### config.mk
export PLATFORM = sky130hd
export DESIGN_NAME = arith_stat_unit
export DESIGN_NICKNAME = d
export VERILOG_FILES = /design/src/rtl/arith_pkg.sv /design/src/rtl/arith_stat_unit_stat_accum.sv /design/src/rtl/arith_stat_unit.sv
export SDC_FILE = /design/constraint.sdc
export NUM_CORES = 1
export LEC_CHECK = 0
export ABC_AREA = 1
export CAP_MARGIN = 10
export CORE_ASPECT_RATIO = 0.7
export CORE_MARGIN = 2
export CORE_UTILIZATION = 41
export CTS_BUF_LIST = sky130_fd_sc_hd__clkbuf_4
export DETAILED_ROUTE_END_ITERATION = 6
export GPL_ROUTABILITY_DRIVEN = 0
export HOLD_SLACK_MARGIN = 0.02
export PLACE_DENSITY_LB_ADDON = 0.08
export SYNTH_ARGS = -nofsm -noshare
export SYNTH_HDL_FRONTEND = slang
export SYNTH_SLANG_ARGS = --single-unit
### constraint.sdc
create_clock -name clk -period 15 [get_ports clk]
set_input_delay 3.75 -clock clk [delete_from_list [all_inputs] [get_ports clk]]
set_output_delay 3.75 -clock clk [all_outputs]
set_load 0.1 [all_outputs]
### src/rtl/arith_pkg.sv
// Shared types and arithmetic helpers for the operand-pair statistics unit.
// Helpers work on fixed maximum widths; callers pass the real widths and truncate the result.
package arith_pkg;

  localparam int MAX_W = 32;

  typedef enum logic [2:0] {
    LT = 3'b100,
    EQ = 3'b010,
    GT = 3'b001
  } cmp_t;

  // sum holds the exact (w+1)-bit sum of the extended operands in its low bits.
  function automatic logic sum_ovf(input logic [MAX_W:0] sum, input int w, input logic sgn);
    logic top;
    logic nxt;
    top = |(sum & ((MAX_W + 1)'(1) << w));
    nxt = |(sum & ((MAX_W + 1)'(1) << (w - 1)));
    return sgn ? (top ^ nxt) : top;
  endfunction

  function automatic logic [MAX_W-1:0] sat_add_w(input logic [MAX_W:0] sum, input int w,
                                                 input logic sgn, input logic sat);
    logic [MAX_W-1:0] mask;
    logic [MAX_W-1:0] msb;
    logic [MAX_W-1:0] res;
    logic             top;
    mask = {MAX_W{1'b1}} >> (MAX_W - w);
    msb  = MAX_W'(1) << (w - 1);
    top  = |(sum & ((MAX_W + 1)'(1) << w));
    res  = sum[MAX_W-1:0] & mask;
    if (sat && sum_ovf(sum, w, sgn)) begin
      if (!sgn)    res = mask;
      else if (top) res = msb;
      else          res = msb - MAX_W'(1);
    end
    return res;
  endfunction

  // The accumulator is reinterpreted per sample: signed view when sgn=1, unsigned otherwise.
  function automatic logic [63:0] sat_ext_acc(input logic [63:0] acc, input logic [MAX_W-1:0] sample,
                                              input int w, input int acc_w, input logic sgn);
    logic        [63:0] wmask;
    logic        [63:0] amask;
    logic signed [63:0] x;
    logic signed [63:0] y;
    logic signed [63:0] s;
    logic signed [63:0] hi;
    logic signed [63:0] lo;
    wmask = {64{1'b1}} >> (64 - w);
    amask = {64{1'b1}} >> (64 - acc_w);
    x = 64'(sample) & wmask;
    y = acc & amask;
    if (sgn) begin
      if (|(x & (64'(1) << (w - 1))))     x = x | ~wmask;
      if (|(y & (64'(1) << (acc_w - 1)))) y = y | ~amask;
      hi = $signed(amask >> 1);
      lo = ~hi;
    end else begin
      hi = $signed(amask);
      lo = '0;
    end
    s = x + y;
    if (s > hi)      s = hi;
    else if (s < lo) s = lo;
    return s & amask;
  endfunction

endpackage

### src/rtl/arith_stat_unit_stat_accum.sv
// Second pipeline stage: finishes the sum (wrap/saturate), then updates the
// saturating accumulator and the sticky-at-max sample counter.
module stat_accum
  import arith_pkg::*;
#(
  parameter int W     = 4,
  parameter int ACC_W = 12,
  parameter int CNT_W = 8
) (
  input  logic             clk,
  input  logic             reset,
  input  logic             in_valid,
  input  logic [W:0]       sum,
  input  cmp_t             cmp,
  input  logic             sgn,
  input  logic             sat,
  input  logic             clear,
  output logic             out_valid,
  output logic [W-1:0]     ans1,
  output logic [2:0]       ans2,
  output logic [ACC_W-1:0] ans3,
  output logic             ovf,
  output logic [CNT_W-1:0] cnt
);

  logic [W-1:0]     ans1_next;
  logic             ovf_next;
  logic [ACC_W-1:0] ans3_next;
  logic [CNT_W-1:0] cnt_next;

  // A clear restarts the statistics from this very sample.
  always_comb begin
    ans1_next = W'(sat_add_w((MAX_W + 1)'(sum), W, sgn, sat));
    ovf_next  = sum_ovf((MAX_W + 1)'(sum), W, sgn);
    ans3_next = ACC_W'(sat_ext_acc(clear ? 64'(0) : 64'(ans3), MAX_W'(ans1_next), W, ACC_W, sgn));
    if (clear)     cnt_next = CNT_W'(1);
    else if (&cnt) cnt_next = cnt;
    else           cnt_next = cnt + CNT_W'(1);
  end

  always_ff @(posedge clk) begin
    if (reset) begin
      out_valid <= 1'b0;
      ans1      <= '0;
      ans2      <= '0;
      ans3      <= '0;
      ovf       <= 1'b0;
      cnt       <= '0;
    end else begin
      out_valid <= in_valid;
      if (in_valid) begin
        ans1 <= ans1_next;
        ans2 <= cmp;
        ans3 <= ans3_next;
        ovf  <= ovf_next;
        cnt  <= cnt_next;
      end
    end
  end

endmodule

### src/rtl/arith_stat_unit.sv
// Two-stage streaming add/compare unit with running statistics.
// Stage 1 (here) forms the exact sum and compare flags; stage 2 lives in stat_accum.
module arith_stat_unit
  import arith_pkg::*;
#(
  parameter int W     = 4,
  parameter int ACC_W = 12,
  parameter int CNT_W = 8
) (
  input  logic             clk,
  input  logic             reset,
  input  logic             in_valid,
  input  logic [W-1:0]     a,
  input  logic [W-1:0]     b,
  input  logic             sgn,
  input  logic             sat,
  input  logic             clear,
  output logic             out_valid,
  output logic [W-1:0]     ans1,
  output logic [2:0]       ans2,
  output logic [ACC_W-1:0] ans3,
  output logic             ovf,
  output logic [CNT_W-1:0] cnt
);

  logic [W:0] a_ext;
  logic [W:0] b_ext;
  cmp_t       cmp_next;

  logic       s1_valid;
  logic [W:0] s1_sum;
  cmp_t       s1_cmp;
  logic       s1_sgn;
  logic       s1_sat;
  logic       s1_clear;

  // One extra bit keeps the sum exact and lets a single signed compare serve both modes.
  always_comb begin
    a_ext = sgn ? {a[W-1], a} : {1'b0, a};
    b_ext = sgn ? {b[W-1], b} : {1'b0, b};
    if ($signed(a_ext) < $signed(b_ext)) cmp_next = LT;
    else if (a_ext == b_ext)             cmp_next = EQ;
    else                                 cmp_next = GT;
  end

  always_ff @(posedge clk) begin
    if (reset) begin
      s1_valid <= 1'b0;
      s1_sum   <= '0;
      s1_cmp   <= EQ;
      s1_sgn   <= 1'b0;
      s1_sat   <= 1'b0;
      s1_clear <= 1'b0;
    end else begin
      s1_valid <= in_valid;
      if (in_valid) begin
        s1_sum   <= a_ext + b_ext;
        s1_cmp   <= cmp_next;
        s1_sgn   <= sgn;
        s1_sat   <= sat;
        s1_clear <= clear;
      end
    end
  end

  stat_accum #(
    .W     (W),
    .ACC_W (ACC_W),
    .CNT_W (CNT_W)
  ) u_stat_accum (
    .clk       (clk),
    .reset     (reset),
    .in_valid  (s1_valid),
    .sum       (s1_sum),
    .cmp       (s1_cmp),
    .sgn       (s1_sgn),
    .sat       (s1_sat),
    .clear     (s1_clear),
    .out_valid (out_valid),
    .ans1      (ans1),
    .ans2      (ans2),
    .ans3      (ans3),
    .ovf       (ovf),
    .cnt       (cnt)
  );

endmodule

=== Yosys cells after proc, flatten, opt, wreduce, memory -nomap -nowiden ===
Index checks and enable logic that the tools add are counted.

* Flip-flop bits (word level): 41
* Input bits: 14
* Output and inout port bits: 29
* Word-level logic and storage cells: 43

* Add/sub/neg operators: 3
* Order comparisons: 3
* Eq/ne operators: 2
* Muxes and demuxes: 19
* Bitwise logic cells: 1
* Reductions and logical operators: 3

{| class="wikitable"
|+ Operators by type and width
! kind !! number
|-
| $mux W64 || 5
|-
| $add A64 B64 Y64 || 1
|-
| $gt A64 B13 Y1 || 1
|-
| $lt A64 B64 Y1 || 1
|-
| $mux W12 || 4
|-
| $mux W8 || 2
|-
| $mux W4 || 3
|-
| $mux W5 || 2
|-
| $add A8 B1 Y8 const B || 1
|-
| $reduce_and A8 Y1 || 1
|-
| $add A5 B5 Y5 || 1
|-
| $eq A5 B5 Y1 || 1
|-
| $lt A5 B5 Y1 || 1
|-
| $mux W3 || 1
|-
| $mux W2 || 1
|-
| $ne A2 B2 Y1 const B || 1
|-
| $reduce_and A2 Y1 || 1
|-
| $logic_and A1 B1 Y1 || 1
|-
| $mux W1 || 1
|-
| $xor A1 B1 Y1 || 1
|}

=== Depth between registers and ports, before layout ===
* Word-level depth: 10
* Gate-level depth with buffers: 39
* Depth with buffers taken out: 38

=== Cells and area by module ===
A second synthesis with hierarchy kept.

* Cells, all modules: 705
* Area, all modules: 4903.5 µm²

{| class="wikitable"
|+ Modules (own cells, without submodules)
! module !! times used !! cells an instance !! area an instance (µm²) !! seq. area each (µm²)
|-
| stat_accum || 1 || 612 || 4155.2 || 580.6
|-
| arith_stat_unit || 1 || 93 || 748.2 || 240.2
|}

=== Worst setup path after synthesis ===
OpenSTA, ideal clock, no wires.

* Path type: register -> register
* Start: register s1_sgn
* End: register u_stat_accum.ans3[3]
* Library setup time: 0.069 ns
* Arrival: 5.983 ns
* Data required time: 14.931 ns
* Slack: 8.948 ns
* Stages on the path, launching flop included: 34
* Buffers on the path: 2
* Period minus slack after synthesis: 6.052 ns
* Cells stage by stage: dfxtp_1 > buf_2 > inv_1 > o21ai_0 > o21ai_0 > inv_1 > fa_1 > inv_1 > nand2_1 > nand2_1 > nand2_1 > nand2_1 > nand3_1 > nand2_1 > nand2_1 > o21ai_0 > inv_1 > fa_1 > inv_1 > fa_1 > ha_1 > nand2_1 > nor2_1 > nand4_1 > nor4_1 > nand2_1 > nand3_1 > nand3_1 > nand4_1 > nand2_1 > inv_1 > clkbuf_1 > nand3_1 > a21oi_2

* Word-level cells in the longest chain between the ends: 9
* Elaborated cells on any way between the ends: 14
* Classes of those cells: add/sub: 1; order compare: 2; mux: 10; reduce/logical: 1

{| class="wikitable"
|+ RTL lines
! item !! RTL line !! RTL
|-
| start: declaration || arith_stat_unit.sv:33 || <nowiki>logic s1_sgn;</nowiki>
|-
| start signal: assignment || arith_stat_unit.sv:59 || <nowiki>s1_sgn <= sgn;</nowiki>
|-
| $mux W1 || arith_pkg.sv:19 || <nowiki>return sgn ? (top ^ nxt) : top;</nowiki>
|-
| $logic_and A1 B1 Y1 || arith_pkg.sv:32 || <nowiki>if (sat && sum_ovf(sum, w, sgn)) begin</nowiki>
|-
| $mux W4 (*) || arith_pkg.sv:32 ||
|-
| net u_stat_accum.ans1_next[1] || arith_stat_unit_stat_accum.sv:26 || <nowiki>logic [W-1:0] ans1_next;</nowiki>
|-
| $mux W64 || arith_pkg.sv:55 || <nowiki>if (|(x & (64'(1) << (w - 1)))) x = x | ~wmask;</nowiki>
|-
| $mux W64 (*) || arith_pkg.sv:54 || <nowiki>if (sgn) begin</nowiki>
|-
| $add A64 B64 Y64 (*) || arith_pkg.sv:63 || <nowiki>s = x + y;</nowiki>
|-
| $lt A64 B64 Y1 || arith_pkg.sv:65 || <nowiki>else if (s < lo) s = lo;</nowiki>
|-
| $mux W12 || arith_pkg.sv:65 ||
|-
| $mux W12 (*) || arith_pkg.sv:64 || <nowiki>if (s > hi) s = hi;</nowiki>
|-
| end signal: assignment || arith_stat_unit_stat_accum.sv:54 || <nowiki>ans3 <= ans3_next;</nowiki>
|-
| end: declaration || arith_stat_unit_stat_accum.sv:21 || <nowiki>output logic [ACC_W-1:0] ans3,</nowiki>
|}

The timed path passes the listed nets; every way through them passes the cells marked *.
A chain may end at the register's enable or synchronous reset.

=== Final worst setup path ===
* Start: register s1_sgn
* End: register u_stat_accum.ans3[2]

* Word-level cells in the longest chain between the ends: 9
* Elaborated cells on any way between the ends: 14
* Classes of those cells: add/sub: 1; order compare: 2; mux: 10; reduce/logical: 1

{| class="wikitable"
|+ RTL lines
! item !! RTL line
|-
| $mux W1 || arith_pkg.sv:19
|-
| $logic_and A1 B1 Y1 || arith_pkg.sv:32
|-
| $mux W4 || arith_pkg.sv:32
|-
| $mux W64 || arith_pkg.sv:55
|-
| $mux W64 || arith_pkg.sv:54
|-
| $add A64 B64 Y64 || arith_pkg.sv:63
|-
| $lt A64 B64 Y1 || arith_pkg.sv:65
|-
| $mux W12 || arith_pkg.sv:65
|-
| $mux W12 (*) || arith_pkg.sv:64
|}

Every way passes the cells marked *; elsewhere a longest branch is shown, timed or not.

==> impl_results.md <==
- Drt first pass iters: 5
- Post-synthesis cell count: 671
- WS Path Type: reg2reg
- Routed wire length: roughly 12 mm
- Worst path max stage delay: 0.71 ns
- Hold Path Class: reg2reg
- Dpl cell area: ~5300 µm²
- Ant. Diodes: 0
- Initial DRC count: 346
- DRC viols: 0
- Maximum VDD drop: 33.0 µV
- Crit path time final: 6.37 ns
- Final Max Slew Viols: 0
- Root Driver: clkbuf_4
- Crit path max fanout: 23
- Vias: 4,561
- First-pass GRT wire length: approximately 21 mm
- Hpwl dp: ~9.8 mm
- Gr usage total: 0.207
- Sequential area share after synthesis: 0.173
- Design area: 5350 µm²
- Die ar.: 12,500 µm²
- Share of cells above drive strength 1: 0.0845
- Synthesis-stage register bit count: ~40
- Width of the die: between 100 and 150 µm
- Most common cell in the netlist: nand2_1
- Async SR Flop Fraction: 0
- Die height: 94.0 µm
- Synth area leaders: dfxtp_1 17%, ha_1 17%, fa_1 11%
- Setup violations, final: 0
- Std cell rows: 32
- H-Tree Depth: 2
- Arrival @ worst endpoint: 6.69 ns
- Synth warn: 0
- Hold Violations, Final: 0
- Slowest cell on crit path: dfxtp_1
- Cts repair resizes: 0
- CTS Sinks: 41
- Largest net degree at the start of global routing: 50
- Worst EP required: 15.31 ns
- Cell Pwr Density: 65.6 nW/µm²
- Core Area: around 11,000 µm²
- Commonest cells post-synth: 136 x nand2_1, 97 x inv_1, 63 x ha_1, 56 x a21oi_1, 48 x o21ai_0
- TritonCTS clock tree: yes
- # IOs: 43
- IO buf count: 42
- Synth-to-layout area growth: 12.7%
- Fin crit share: 0.425
- Post-synth top area share: 0.173
- Max Clk Rate: around 160 MHz
- Avg Cell Area, Syn: 7.07 µm²
- Leakage power: roughly 0.0028 µW
- CP Capture Type: flip-flop
- Fillers: 1,153
- Hold_buf cts: 0
- RSZ-0062 raised after global routing: no
- Normalized max-slew margin: 0.338
- CTS clock-pin slew for the worst setup and hold paths: 0.12 ns
- Initial core utilization: 0.426
- Vias/cell: about 5.3
- Routed Antenna Nets: 0
- Initial antenna violation count: 0
- Worst slew pin tran: 0.990 ns
- Cell taking the most area after synthesis: dfxtp_1
- Layout Skew: 0.0136 ns
- Setup Buffers After CTS: 0
- CTS buffer count: 5
- Setup TNS: 0 ns
- EDFF count, synth: 0
- Vias in the first global route: 4,320
- Cell Area, Synth: 4750 µm²
- Max-Cap Viols: 0
- Nets: 813
- Startpoint Class: flip-flop
- Routed len/inst: 14.0 µm
- Main flop type after synthesis: dfxtp_1
- Syn_nets: about 770
- Max clock buf depth: 2
- Outcome: finished clean
- Most common cell on crit path: nand2_1
- Global route total overflow: 0
- Clk_lat worst skew: 0.37 ns
- Distinct cells, synth: 37
==> placed cells by master (no fill, tap or decap), drive strengths merged, types with 5 or more instances in the layout <==
cell           Yosys  routed
a21oi             67      67
fa                26      26
xor2               5       5
nor4               9       9
inv              105     105
nand2            152     152
dfxtp             41      41
ha                63      63
nand3             50      50
o21ai             50      50
clkbuf             9       6
nand4             17      17
nor2              49      49
clkdlybuf4s50      0      42
==> critical path, delay by kind of cell, from the launching register on <==
kind            cells  cell delay [ns]
buf+inv             5             1.11
flops               1             0.71
compound gates      1             0.15
simple gates       18             2.68
fa+ha+maj           4             1.63
==> flip-flops by register name, summed over array words and instances (netlist names) <==
name and count:
u_stat_accum.ans3 12, u_stat_accum.cnt 8, s1_sum 5, u_stat_accum.ans1 4, s1_cmp 3, u_stat_accum.ans2 3, s1_clear 1, s1_sat 1
s1_sgn 1, s1_valid 1, u_stat_accum.out_valid 1, u_stat_accum.ovf 1
==> kinds of logic (layout without fill, tap and decap cells) <==
family                   after synthesis  after routing  synth area share
adder cells (fa/ha/maj)               89             89             0.276
flip-flops                            41             41             0.173
AND/OR/NAND/NOR                      285            285             0.281
XOR/XNOR                               5              5           0.00922
buffers and inverters                118            157             0.100
AO/OA/AOI/OAI                        133            133             0.161
==> per-stage QoR <==
step | hold WS [ns] | util | setup slack [ns] | power (µW) | std cells
finish | 0.485 | 0.481 | 8.63 | 351 | 863
global route | 0.508 | 0.481 | 7.86 | 382 | 863
detailed placement | 0.466 | 0.476 | 8.61 | 297 | 856
CTS | 0.484 | 0.481 | 8.59 | 353 | 863
floorplan | 0.443 | - | 8.95 | 255 | 671
global placement | 0.459 | 0.476 | 8.76 | 294 | 856
==> per-layer routing <==
layer	vias up	global-route usage	share of wire	wire length, µm
li1	2308	-	-	-
met1	2130	0.311	0.52	6280
met2	117	0.308	0.40	4860
met3	6	0.0442	0.070	847
met4	0	0.0260	0.0060	72
met5	-	0	0	0
==> power breakdown <==
part	switching (µW)	internal (µW)	total, µW
combinational	117	55.0	172
clock	37.1	18.9	56.0
sequential	7.56	116	123
==> layout make-up <==
class / count / area (µm²) / share of cell area
multi-input combinational: 512 / 3450 / 0.645
timing repair buffer: 45 / 443 / 0.0828
clock inverter: 1 / 3.75 / 0.000702
clock buffer: 6 / 45.0 / 0.00842
sequential: 41 / 821 / 0.153
tap: 153 / 191 / 0.0358
inverter: 105 / 394 / 0.0737
==> final timing paths <==
path,start,to,slack (ns),cells after the start
setup / recovery,s1_sgn,u_stat_accum.ans3[2],8.63,28
hold / removal,s1_cmp[0],s1_cmp[0],0.48,2
hold reg to reg,s1_cmp[0],s1_cmp[0],0.48,2
setup reg to reg,s1_sgn,u_stat_accum.ans3[2],8.63,28
No activity file was read; power rests on OpenSTA's default activity.
